$ cat src/rtl/battleship_pkg.sv
// Shared types, colours and helpers for the battleship board.
//   cell_state_t : per-cell shot result stored on the board
//   btn_state_t  : button cooldown FSM states
//   COLOR_*      : 12-bit RGB palette used by the renderer
//   cell_index   : flattens (row, col) into the board/ship-map index
package battleship_pkg;

    typedef enum logic [1:0] {
        UNKNOWN = 2'b00,
        MISS    = 2'b01,
        HIT     = 2'b10
    } cell_state_t;

    typedef enum logic {
        IDLE = 1'b0,
        COOL = 1'b1
    } btn_state_t;

    localparam logic [11:0] COLOR_BLACK   = 12'h000;
    localparam logic [11:0] COLOR_CURSOR  = 12'hFF0;
    localparam logic [11:0] COLOR_LINE    = 12'hFFF;
    localparam logic [11:0] COLOR_HIT     = 12'hF00;
    localparam logic [11:0] COLOR_MISS    = 12'h888;
    localparam logic [11:0] COLOR_UNKNOWN = 12'h00F;

    // row*grid_size+col always fits 8 bits for grids up to 15x15
    function automatic logic [7:0] cell_index(input logic [3:0] row,
                                              input logic [3:0] col,
                                              input int         grid_size);
        int idx;
        idx = int'(row) * grid_size + int'(col);
        return 8'(idx);
    endfunction

endpackage

$ cat src/rtl/battleship_board_btn_event_fsm.sv
// Button edge detector with a shared cooldown lockout.
//   clk, rst_n : clock, async active-low reset
//   srst       : synchronous clear (new game)
//   btn_*      : raw button levels
//   ev_*       : one-cycle event pulses, only issued from IDLE
module btn_event_fsm
    import battleship_pkg::*;
#(
    parameter int COOLDOWN = 500000
) (
    input  logic clk,
    input  logic rst_n,
    input  logic srst,
    input  logic btn_l,
    input  logic btn_r,
    input  logic btn_u,
    input  logic btn_d,
    input  logic btn_fire,
    output logic ev_l,
    output logic ev_r,
    output logic ev_u,
    output logic ev_d,
    output logic ev_fire
);
    localparam int            CW       = (COOLDOWN < 2) ? 1 : $clog2(COOLDOWN + 1);
    localparam logic [CW-1:0] CNT_LOAD = CW'(COOLDOWN);
    localparam logic [CW-1:0] CNT_ONE  = CW'(1);
    localparam logic [CW-1:0] CNT_ZERO = CW'(0);

    btn_state_t    state_r;
    btn_state_t    state_nxt_s;
    logic [CW-1:0] cnt_r;
    logic [CW-1:0] cnt_nxt_s;
    logic [4:0]    btn_s;
    logic [4:0]    prev_r;
    logic [4:0]    edge_s;
    logic [4:0]    ev_s;

    assign btn_s  = {btn_l, btn_r, btn_u, btn_d, btn_fire};
    // Edge register keeps tracking during COOL so a held button never re-fires
    assign edge_s = btn_s & ~prev_r;

    // Next-state and event decode: any edge in IDLE fires at once and starts the lockout
    always_comb begin
        state_nxt_s = state_r;
        cnt_nxt_s   = cnt_r;
        ev_s        = 5'b00000;
        case (state_r)
            IDLE: begin
                if (edge_s != 5'b00000) begin
                    ev_s        = edge_s;
                    cnt_nxt_s   = CNT_LOAD;
                    state_nxt_s = COOL;
                end else begin
                    state_nxt_s = IDLE;
                end
            end
            COOL: begin
                if (cnt_r == CNT_ZERO) begin
                    state_nxt_s = IDLE;
                end else begin
                    cnt_nxt_s = cnt_r - CNT_ONE;
                end
            end
            default: begin
                state_nxt_s = IDLE;
                cnt_nxt_s   = CNT_ZERO;
            end
        endcase
    end

    // State, counter and edge-history registers
    always_ff @(posedge clk or negedge rst_n) begin
        if (!rst_n) begin
            state_r <= IDLE;
            cnt_r   <= CNT_ZERO;
            prev_r  <= 5'b00000;
        end else if (srst) begin
            state_r <= IDLE;
            cnt_r   <= CNT_ZERO;
            prev_r  <= 5'b00000;
        end else begin
            state_r <= state_nxt_s;
            cnt_r   <= cnt_nxt_s;
            prev_r  <= btn_s;
        end
    end

    assign {ev_l, ev_r, ev_u, ev_d, ev_fire} = ev_s;

endmodule

$ cat src/rtl/battleship_board.sv
// Battleship board: cursor movement, shot resolution against a ship map,
// and a 2-stage registered renderer for a VGA timing block.
//   clk, rst_n       : clock, async active-low reset
//   bright, hCount,
//   vCount           : pixel position/visibility; rgb follows 2 clocks later
//   btn_l/r/u/d/fire : raw button levels
//   new_game         : synchronous clear, dominates everything else
//   ship_map         : bit r*GRID_SIZE+c set = ship at (r, c)
//   rgb              : registered pixel colour
//   score, shots     : saturating hit count / distinct cells fired on
//   game_over        : set the cycle after score reaches SHIP_CELLS
module battleship_board
    import battleship_pkg::*;
#(
    parameter int GRID_SIZE    = 10,
    parameter int CELL_W       = 64,
    parameter int CELL_H       = 48,
    parameter int GRID_LEFT    = 144,
    parameter int GRID_TOP     = 35,
    parameter int LINE_THICK   = 1,
    parameter int CURSOR_THICK = 2,
    parameter int COOLDOWN     = 500000,
    parameter int WRAP         = 0,
    parameter int SHIP_CELLS   = 17
) (
    input  logic                           clk,
    input  logic                           rst_n,
    input  logic                           bright,
    input  logic [9:0]                     hCount,
    input  logic [9:0]                     vCount,
    input  logic                           btn_l,
    input  logic                           btn_r,
    input  logic                           btn_u,
    input  logic                           btn_d,
    input  logic                           btn_fire,
    input  logic                           new_game,
    input  logic [GRID_SIZE*GRID_SIZE-1:0] ship_map,
    output logic [11:0]                    rgb,
    output logic [15:0]                    score,
    output logic [15:0]                    shots,
    output logic                           game_over
);
    localparam logic [3:0]  LAST    = 4'(GRID_SIZE - 1);
    localparam logic [15:0] CNT_MAX = 16'hFFFF;

    logic        ev_l_s, ev_r_s, ev_u_s, ev_d_s, ev_fire_s;
    logic [3:0]  cur_row_r, cur_col_r, nxt_row_s, nxt_col_s;
    cell_state_t board_r [256];
    logic [15:0] score_r, shots_r;
    logic        game_over_r;
    logic [255:0] ship_ext_s;
    logic [7:0]  fire_idx_s;
    logic        fire_ok_s, fire_hit_s;

    btn_event_fsm #(.COOLDOWN(COOLDOWN)) u_btn (
        .clk(clk), .rst_n(rst_n), .srst(new_game),
        .btn_l(btn_l), .btn_r(btn_r), .btn_u(btn_u), .btn_d(btn_d), .btn_fire(btn_fire),
        .ev_l(ev_l_s), .ev_r(ev_r_s), .ev_u(ev_u_s), .ev_d(ev_d_s), .ev_fire(ev_fire_s)
    );

    // Cursor next position: left beats right, up beats down, axes independent
    always_comb begin
        nxt_col_s = cur_col_r;
        nxt_row_s = cur_row_r;
        if (ev_l_s) begin
            if (cur_col_r == 4'd0) nxt_col_s = (WRAP != 0) ? LAST : 4'd0;
            else                   nxt_col_s = cur_col_r - 4'd1;
        end else if (ev_r_s) begin
            if (cur_col_r == LAST) nxt_col_s = (WRAP != 0) ? 4'd0 : LAST;
            else                   nxt_col_s = cur_col_r + 4'd1;
        end else begin
            nxt_col_s = cur_col_r;
        end
        if (ev_u_s) begin
            if (cur_row_r == 4'd0) nxt_row_s = (WRAP != 0) ? LAST : 4'd0;
            else                   nxt_row_s = cur_row_r - 4'd1;
        end else if (ev_d_s) begin
            if (cur_row_r == LAST) nxt_row_s = (WRAP != 0) ? 4'd0 : LAST;
            else                   nxt_row_s = cur_row_r + 4'd1;
        end else begin
            nxt_row_s = cur_row_r;
        end
    end

    // Shots resolve against the cursor as it was before any same-cycle move
    assign ship_ext_s = 256'(ship_map);
    assign fire_idx_s = cell_index(cur_row_r, cur_col_r, GRID_SIZE);
    assign fire_hit_s = ship_ext_s[fire_idx_s];
    assign fire_ok_s  = ev_fire_s && !game_over_r && (board_r[fire_idx_s] == UNKNOWN);

    // Game state: cursor, board, counters and game-over latch
    always_ff @(posedge clk or negedge rst_n) begin
        if (!rst_n) begin
            cur_row_r   <= 4'd0;
            cur_col_r   <= 4'd0;
            score_r     <= 16'd0;
            shots_r     <= 16'd0;
            game_over_r <= 1'b0;
            for (int i = 0; i < 256; i++) board_r[i] <= UNKNOWN;
        end else if (new_game) begin
            cur_row_r   <= 4'd0;
            cur_col_r   <= 4'd0;
            score_r     <= 16'd0;
            shots_r     <= 16'd0;
            game_over_r <= 1'b0;
            for (int i = 0; i < 256; i++) board_r[i] <= UNKNOWN;
        end else begin
            cur_row_r <= nxt_row_s;
            cur_col_r <= nxt_col_s;
            if (fire_ok_s) begin
                board_r[fire_idx_s] <= fire_hit_s ? HIT : MISS;
                if (shots_r != CNT_MAX) shots_r <= shots_r + 16'd1;
                if (fire_hit_s && (score_r != CNT_MAX)) score_r <= score_r + 16'd1;
            end
            if (score_r == 16'(SHIP_CELLS)) game_over_r <= 1'b1;
        end
    end

    assign score     = score_r;
    assign shots     = shots_r;
    assign game_over = game_over_r;

    // ---------------- render pipeline ----------------
    logic [9:0] dx_s, dy_s, col_full_s, row_full_s, ox_s, oy_s;
    logic       in_grid_s, line_s, cur_s;
    logic [7:0] idx_s;
    logic       s1_bright_r, s1_in_r, s1_line_r, s1_cur_r;
    logic [7:0] s1_idx_r;
    logic [11:0] rgb_s, rgb_r;

    assign dx_s       = hCount - 10'(GRID_LEFT);
    assign dy_s       = vCount - 10'(GRID_TOP);
    assign col_full_s = dx_s / 10'(CELL_W);
    assign row_full_s = dy_s / 10'(CELL_H);
    assign ox_s       = dx_s % 10'(CELL_W);
    assign oy_s       = dy_s % 10'(CELL_H);
    assign in_grid_s  = (int'(hCount) >= GRID_LEFT) && (int'(hCount) < GRID_LEFT + GRID_SIZE * CELL_W)
                     && (int'(vCount) >= GRID_TOP)  && (int'(vCount) < GRID_TOP + GRID_SIZE * CELL_H);
    assign line_s     = (ox_s < 10'(LINE_THICK)) || (oy_s < 10'(LINE_THICK));
    assign cur_s      = (col_full_s == {6'd0, cur_col_r}) && (row_full_s == {6'd0, cur_row_r})
                     && ((ox_s < 10'(CURSOR_THICK)) || (ox_s >= 10'(CELL_W - CURSOR_THICK))
                      || (oy_s < 10'(CURSOR_THICK)) || (oy_s >= 10'(CELL_H - CURSOR_THICK)));
    assign idx_s      = in_grid_s ? cell_index(4'(row_full_s), 4'(col_full_s), GRID_SIZE) : 8'd0;

    // Colour select from stage-1 flags and the addressed cell state
    always_comb begin
        rgb_s = COLOR_BLACK;
        if (!s1_bright_r || !s1_in_r) begin
            rgb_s = COLOR_BLACK;
        end else if (s1_cur_r) begin
            rgb_s = COLOR_CURSOR;
        end else if (s1_line_r) begin
            rgb_s = COLOR_LINE;
        end else begin
            case (board_r[s1_idx_r])
                HIT:     rgb_s = COLOR_HIT;
                MISS:    rgb_s = COLOR_MISS;
                UNKNOWN: rgb_s = COLOR_UNKNOWN;
                default: rgb_s = COLOR_UNKNOWN;
            endcase
        end
    end

    // Stage 1 geometry registers and stage 2 colour register
    always_ff @(posedge clk or negedge rst_n) begin
        if (!rst_n) begin
            s1_bright_r <= 1'b0;
            s1_in_r     <= 1'b0;
            s1_line_r   <= 1'b0;
            s1_cur_r    <= 1'b0;
            s1_idx_r    <= 8'd0;
            rgb_r       <= COLOR_BLACK;
        end else if (new_game) begin
            s1_bright_r <= 1'b0;
            s1_in_r     <= 1'b0;
            s1_line_r   <= 1'b0;
            s1_cur_r    <= 1'b0;
            s1_idx_r    <= 8'd0;
            rgb_r       <= COLOR_BLACK;
        end else begin
            s1_bright_r <= bright;
            s1_in_r     <= in_grid_s;
            s1_line_r   <= in_grid_s && line_s;
            s1_cur_r    <= in_grid_s && cur_s;
            s1_idx_r    <= idx_s;
            rgb_r       <= rgb_s;
        end
    end

    assign rgb = rgb_r;

endmodule
$ cat config.mk
export PLATFORM = sky130hd
export DESIGN_NAME = battleship_board
export DESIGN_NICKNAME = d
export VERILOG_FILES = /design/src/rtl/battleship_pkg.sv /design/src/rtl/battleship_board_btn_event_fsm.sv /design/src/rtl/battleship_board.sv
export SDC_FILE = /design/constraint.sdc
export NUM_CORES = 1
export LEC_CHECK = 0
export CAP_MARGIN = 20
export CORE_UTILIZATION = 45
export CTS_BUF_LIST = sky130_fd_sc_hd__clkbuf_16
export CTS_CLUSTER_SIZE = 25
export DETAILED_ROUTE_END_ITERATION = 6
export SYNTH_ARGS = -nofsm -noshare
export SYNTH_HDL_FRONTEND = slang
export SYNTH_SLANG_ARGS = --single-unit
$ cat constraint.sdc
create_clock -name clk -period 10.1 [get_ports clk]
set_input_delay 1.01 -clock clk [delete_from_list [all_inputs] [get_ports clk]]
set_output_delay 1.01 -clock clk [all_outputs]
set_load 0.03 [all_outputs]
==> key figures <==
Synthesis
  • Yosys warnings: 0
  • Xor and xnor area share after synthesis: 0.7681%
  • Post-Syn Instances: 3088
  • Syn nets: 3254
  • Synth area leaders: dfrtp_1 (45%), mux4_2 (15%), o2bb2ai_1 (5.0%)
  • Sequential fraction of the synthesis area: 45.32%
  • Adder-Cell Fraction of Synth Area: 1.498%
  • Yosys reg bits: 596
  • Top-area cell type share of the netlist area: 45.32%
  • Post-synthesis mux area share: 15.34%
  • Synthesized area: 32910 sq um
  • Post-synth EDFFs: 0
  • Largest family of logic cells by synthesized area: simple AND/OR/NAND/NOR gates
  • Simple-gate portion of the synthesized area: 17.62%
  • Cell variety after synth: 94
  • Synth top cells by count: dfrtp_1 (596), nor2_1 (402), nor3_1 (234)
  • Ys flop type: dfrtp_1
  • Synth area leader: dfrtp_1
  • Compound-Gate Fraction of Synth Area: 15.31%
  • Avg Synthesized Cell Area: 10.66 sq um
  • Most frequent cell after synthesis: dfrtp_1
  • Ys async rst share: 100.0%

Timing
  • Worst-Margin Slew: 1.173 ns
  • Final Hold Fails: 0
  • Highest clock rate: 0.1573 GHz
  • Fin. max-slew vios: 0
  • RSZ-0062 raised after global routing: no
  • Setup WS post-layout: 3.742 ns
  • Final Critical Period: 6.358 ns
  • # setup viols final: 0
  • Max-slew headroom: 21.18%
  • Post-route setup TNS: 0 ns
  • Period utilization: 62.95%
  • Skew final: 0.04031 ns

Detailed routing
  • Vias per cell: 6.580
  • Routed wire length: 109200 microns
  • DRC violations left: 0
  • Vias: 27084
  • WL/cell: 26.54 microns
  • Drt pass-1 iters: 7
  • Routed Antenna Nets: 0
  • First DRT Iteration DRCs: 2972

Final layout
  • P&R area growth vs syn: 14.40%
  • Final #Nets: 3278
  • Layout cells sized above 1: 13.52%
  • # diodes: 0
  • Util after Layout: 52.30%

Placement
  • Placer's final routability congestion estimate: 0.9287
  • DP HPWL: 70850 microns
  • Port bufs: 173
  • Setup WS pre-CTS: 3.520 ns

Power and ir drop
  • Sw power: 2147 uW
  • Pint: 4452 uW
  • Clock power share: 40.2%
  • Comb pwr share: 22.1%
  • Sw Share: 32.54%
  • Sequential Power Share: 37.7%
  • Leak: 0.01499 uW
  • Peak VDD IR: 0.1433 mV
  • Power density over the cells: 175.3 nW/um^2

Floorplanning
  • Die area: 74210 sq um
  • Io pins: 174
  • Die height: 272.4 microns
  • Number of core rows: 98
  • Initial Util: 45.72%
  • Die X: 272.4 microns
  • Core area: 71980 sq um

GRT
  • Number of antenna violations at the first check in global routing: 0
  • Total track usage: 29.61%
  • Number of global-route vias before repair: 26525
  • Gr ovfl total: 0
  • Largest net degree at the start of global routing: 190
  • Global-route wire length before repair: 168000 microns

Clock network
  • CTS Root Cell: clkbuf_16
  • Worst-path clk slew: 0.06 ns
  • Hold-fix buffers at CTS: 0
  • Clock Sinks: 596
  • Clock latency on the worst-skew pair: 0.64 ns
  • Clock buffer count from CTS: 71
  • Postcts setup bufs: 0
  • H-tree depth: 3
  • Clk buf depth: 3
  • Post_cts resized: 0
  • TritonCTS clock tree: done

Run status
  • Status: finished clean

Worst setup path
  • Setup crit start kind: flip-flop
  • CP Max Fanout: 76
  • CP Data Arrival Time: 6.85 ns
  • Worst setup path class: flip-flop to flip-flop
  • Reg2reg end: shots[3]
  • FF-to-FF setup slack: 3.74 ns
  • CP max stage cell: and3_4
  • Critical R2R Launch: cur_row_r[3]
  • CP required: 10.59 ns
  • Critical path's top delay family: simple AND/OR/NAND/NOR gates
  • Reg2reg path depth: 14
  • CP cell instances: ha_1, ha_1, fa_1, nand2b_1, o221a_2, nor3_1, o21ai_1, buf_4, o32ai_1, nor4_1, and3_4, buf_4, and3_1, mux2_1
  • Crit path largest cell delay: 0.81 ns
  • CP Capture Type: flip-flop
  • CP Buf/Inv Count: 2

Run
  • Max Cap Violations: 0

Hold path
  • Hold Crit Class: input port to asynchronous set/reset pin
how the worst max path moves through the flow:
stage | startpoint | endpoint | slack (ns) | cells after the start
after floorplan | vCount[0] | s1_idx_r[6] | 5.28 | 16
after global placement | cur_row_r[3] | score[7] | 3.63 | 12
after detailed placement | cur_row_r[3] | score[7] | 3.52 | 12
after CTS | cur_row_r[3] | shots[3] | 3.50 | 12
after global routing | cur_row_r[2] | shots[3] | 3.48 | 13
final | cur_row_r[3] | shots[3] | 3.74 | 14
kinds of logic (layout without fill, tap and decap cells):
logic type | Yosys count | in the layout
and+or+nand+nor | 1172 | 1172
buffers and inverters | 315 | 393
xor gates and xnor gates | 28 | 28
AOI/OAI and AO/OA | 705 | 705
adders and majority gates | 37 | 37
muxes | 235 | 235
DFF | 596 | 596
sequential cells by signal, summed over array words and instances, names as in the netlist, 4 cells and up:
| name | flops |
|---|---|
| board_r | 512 |
| u_btn.cnt_r | 19 |
| score | 16 |
| shots | 16 |
| s1_idx_r | 8 |
| rgb | 6 |
| u_btn.prev_r | 5 |
| cur_col_r | 4 |
| cur_row_r | 4 |
power groups by stage:
stage	logic (uW)	clock network (uW)	registers (uW)
3_3_place_gp	1380	0	2520
6_report	1460	2650	2490
5_1_grt	1530	2790	2490
2_1_floorplan	890	0	2490
3_5_place_dp	1410	0	2530
4_1_cts	1410	2690	2480
layer usage:
metal / up-vias / part of all wire (%) / track usage (%)
li1: 11637 / - / -
met1: 13776 / 42 / 42.40
met2: 1379 / 45 / 43.77
met3: 292 / 9.3 / 6.392
met4: 0 / 4.3 / 11.86
met5: - / 0 / 0
per-stage QoR:
| stage | hold WS (ns) | total power [uW] | instances | instance area, sq um |
|---|---|---|---|---|
| 3_3_place_gp | 0.4813 | 3908 | 3983 | 35110 |
| 2_1_floorplan | 0.4347 | 3381 | 3088 | 32910 |
| 3_5_place_dp | 0.4910 | 3935 | 3984 | 35140 |
| 4_1_cts | 0.4856 | 6586 | 4111 | 37530 |
| 5_1_grt | 0.5098 | 6810 | 4116 | 37640 |
| 6_report | 0.4562 | 6600 | 4116 | 37640 |
worst reg2reg max path, delay by kind of cell, from the launching register on:
family	cells	cell delay (ns)
muxes	1	0.33
and+or+nand+nor	5	2.08
buffers and inverters	2	1.05
DFF	1	0.64
AOI/OAI and AO/OA	3	0.82
adders and majority gates	3	1.31
layout make-up:
cell class | instances | area [sq um]
clock buffers | 73 | 1827
multi-input cells | 2177 | 16690
repair buffers | 228 | 2305
flip-flops and latches | 596 | 14930
inverters | 38 | 148.9
well taps | 950 | 1189
fillers | 6243 | 34330
clock inverters | 54 | 559.3
placed cells by master, fill, tap and decap left out, types with 17 or more instances in the layout:
master / Yosys / final
nand3_1: 63 / 63
clkbuf_16: 0 / 73
a21oi_1: 187 / 187
clkdlybuf4s50_1: 0 / 171
a211oi_1: 54 / 54
nand2b_1: 18 / 18
buf_4: 13 / 46
nand2_1: 109 / 109
a31oi_1: 59 / 59
o21ai_0: 59 / 59
inv_1: 37 / 48
ha_1: 33 / 32
nor2b_1: 185 / 183
or3_1: 34 / 34
clkinv_2: 0 / 17
nand4_1: 23 / 23
o311ai_0: 25 / 25
nor3_1: 234 / 233
and3_1: 26 / 25
o2bb2ai_1: 189 / 189
dfrtp_1: 596 / 591
xnor2_1: 19 / 19
nor2_1: 402 / 402
mux4_2: 214 / 214
nor4_1: 17 / 17
Power figures use the tool's default switching activity.
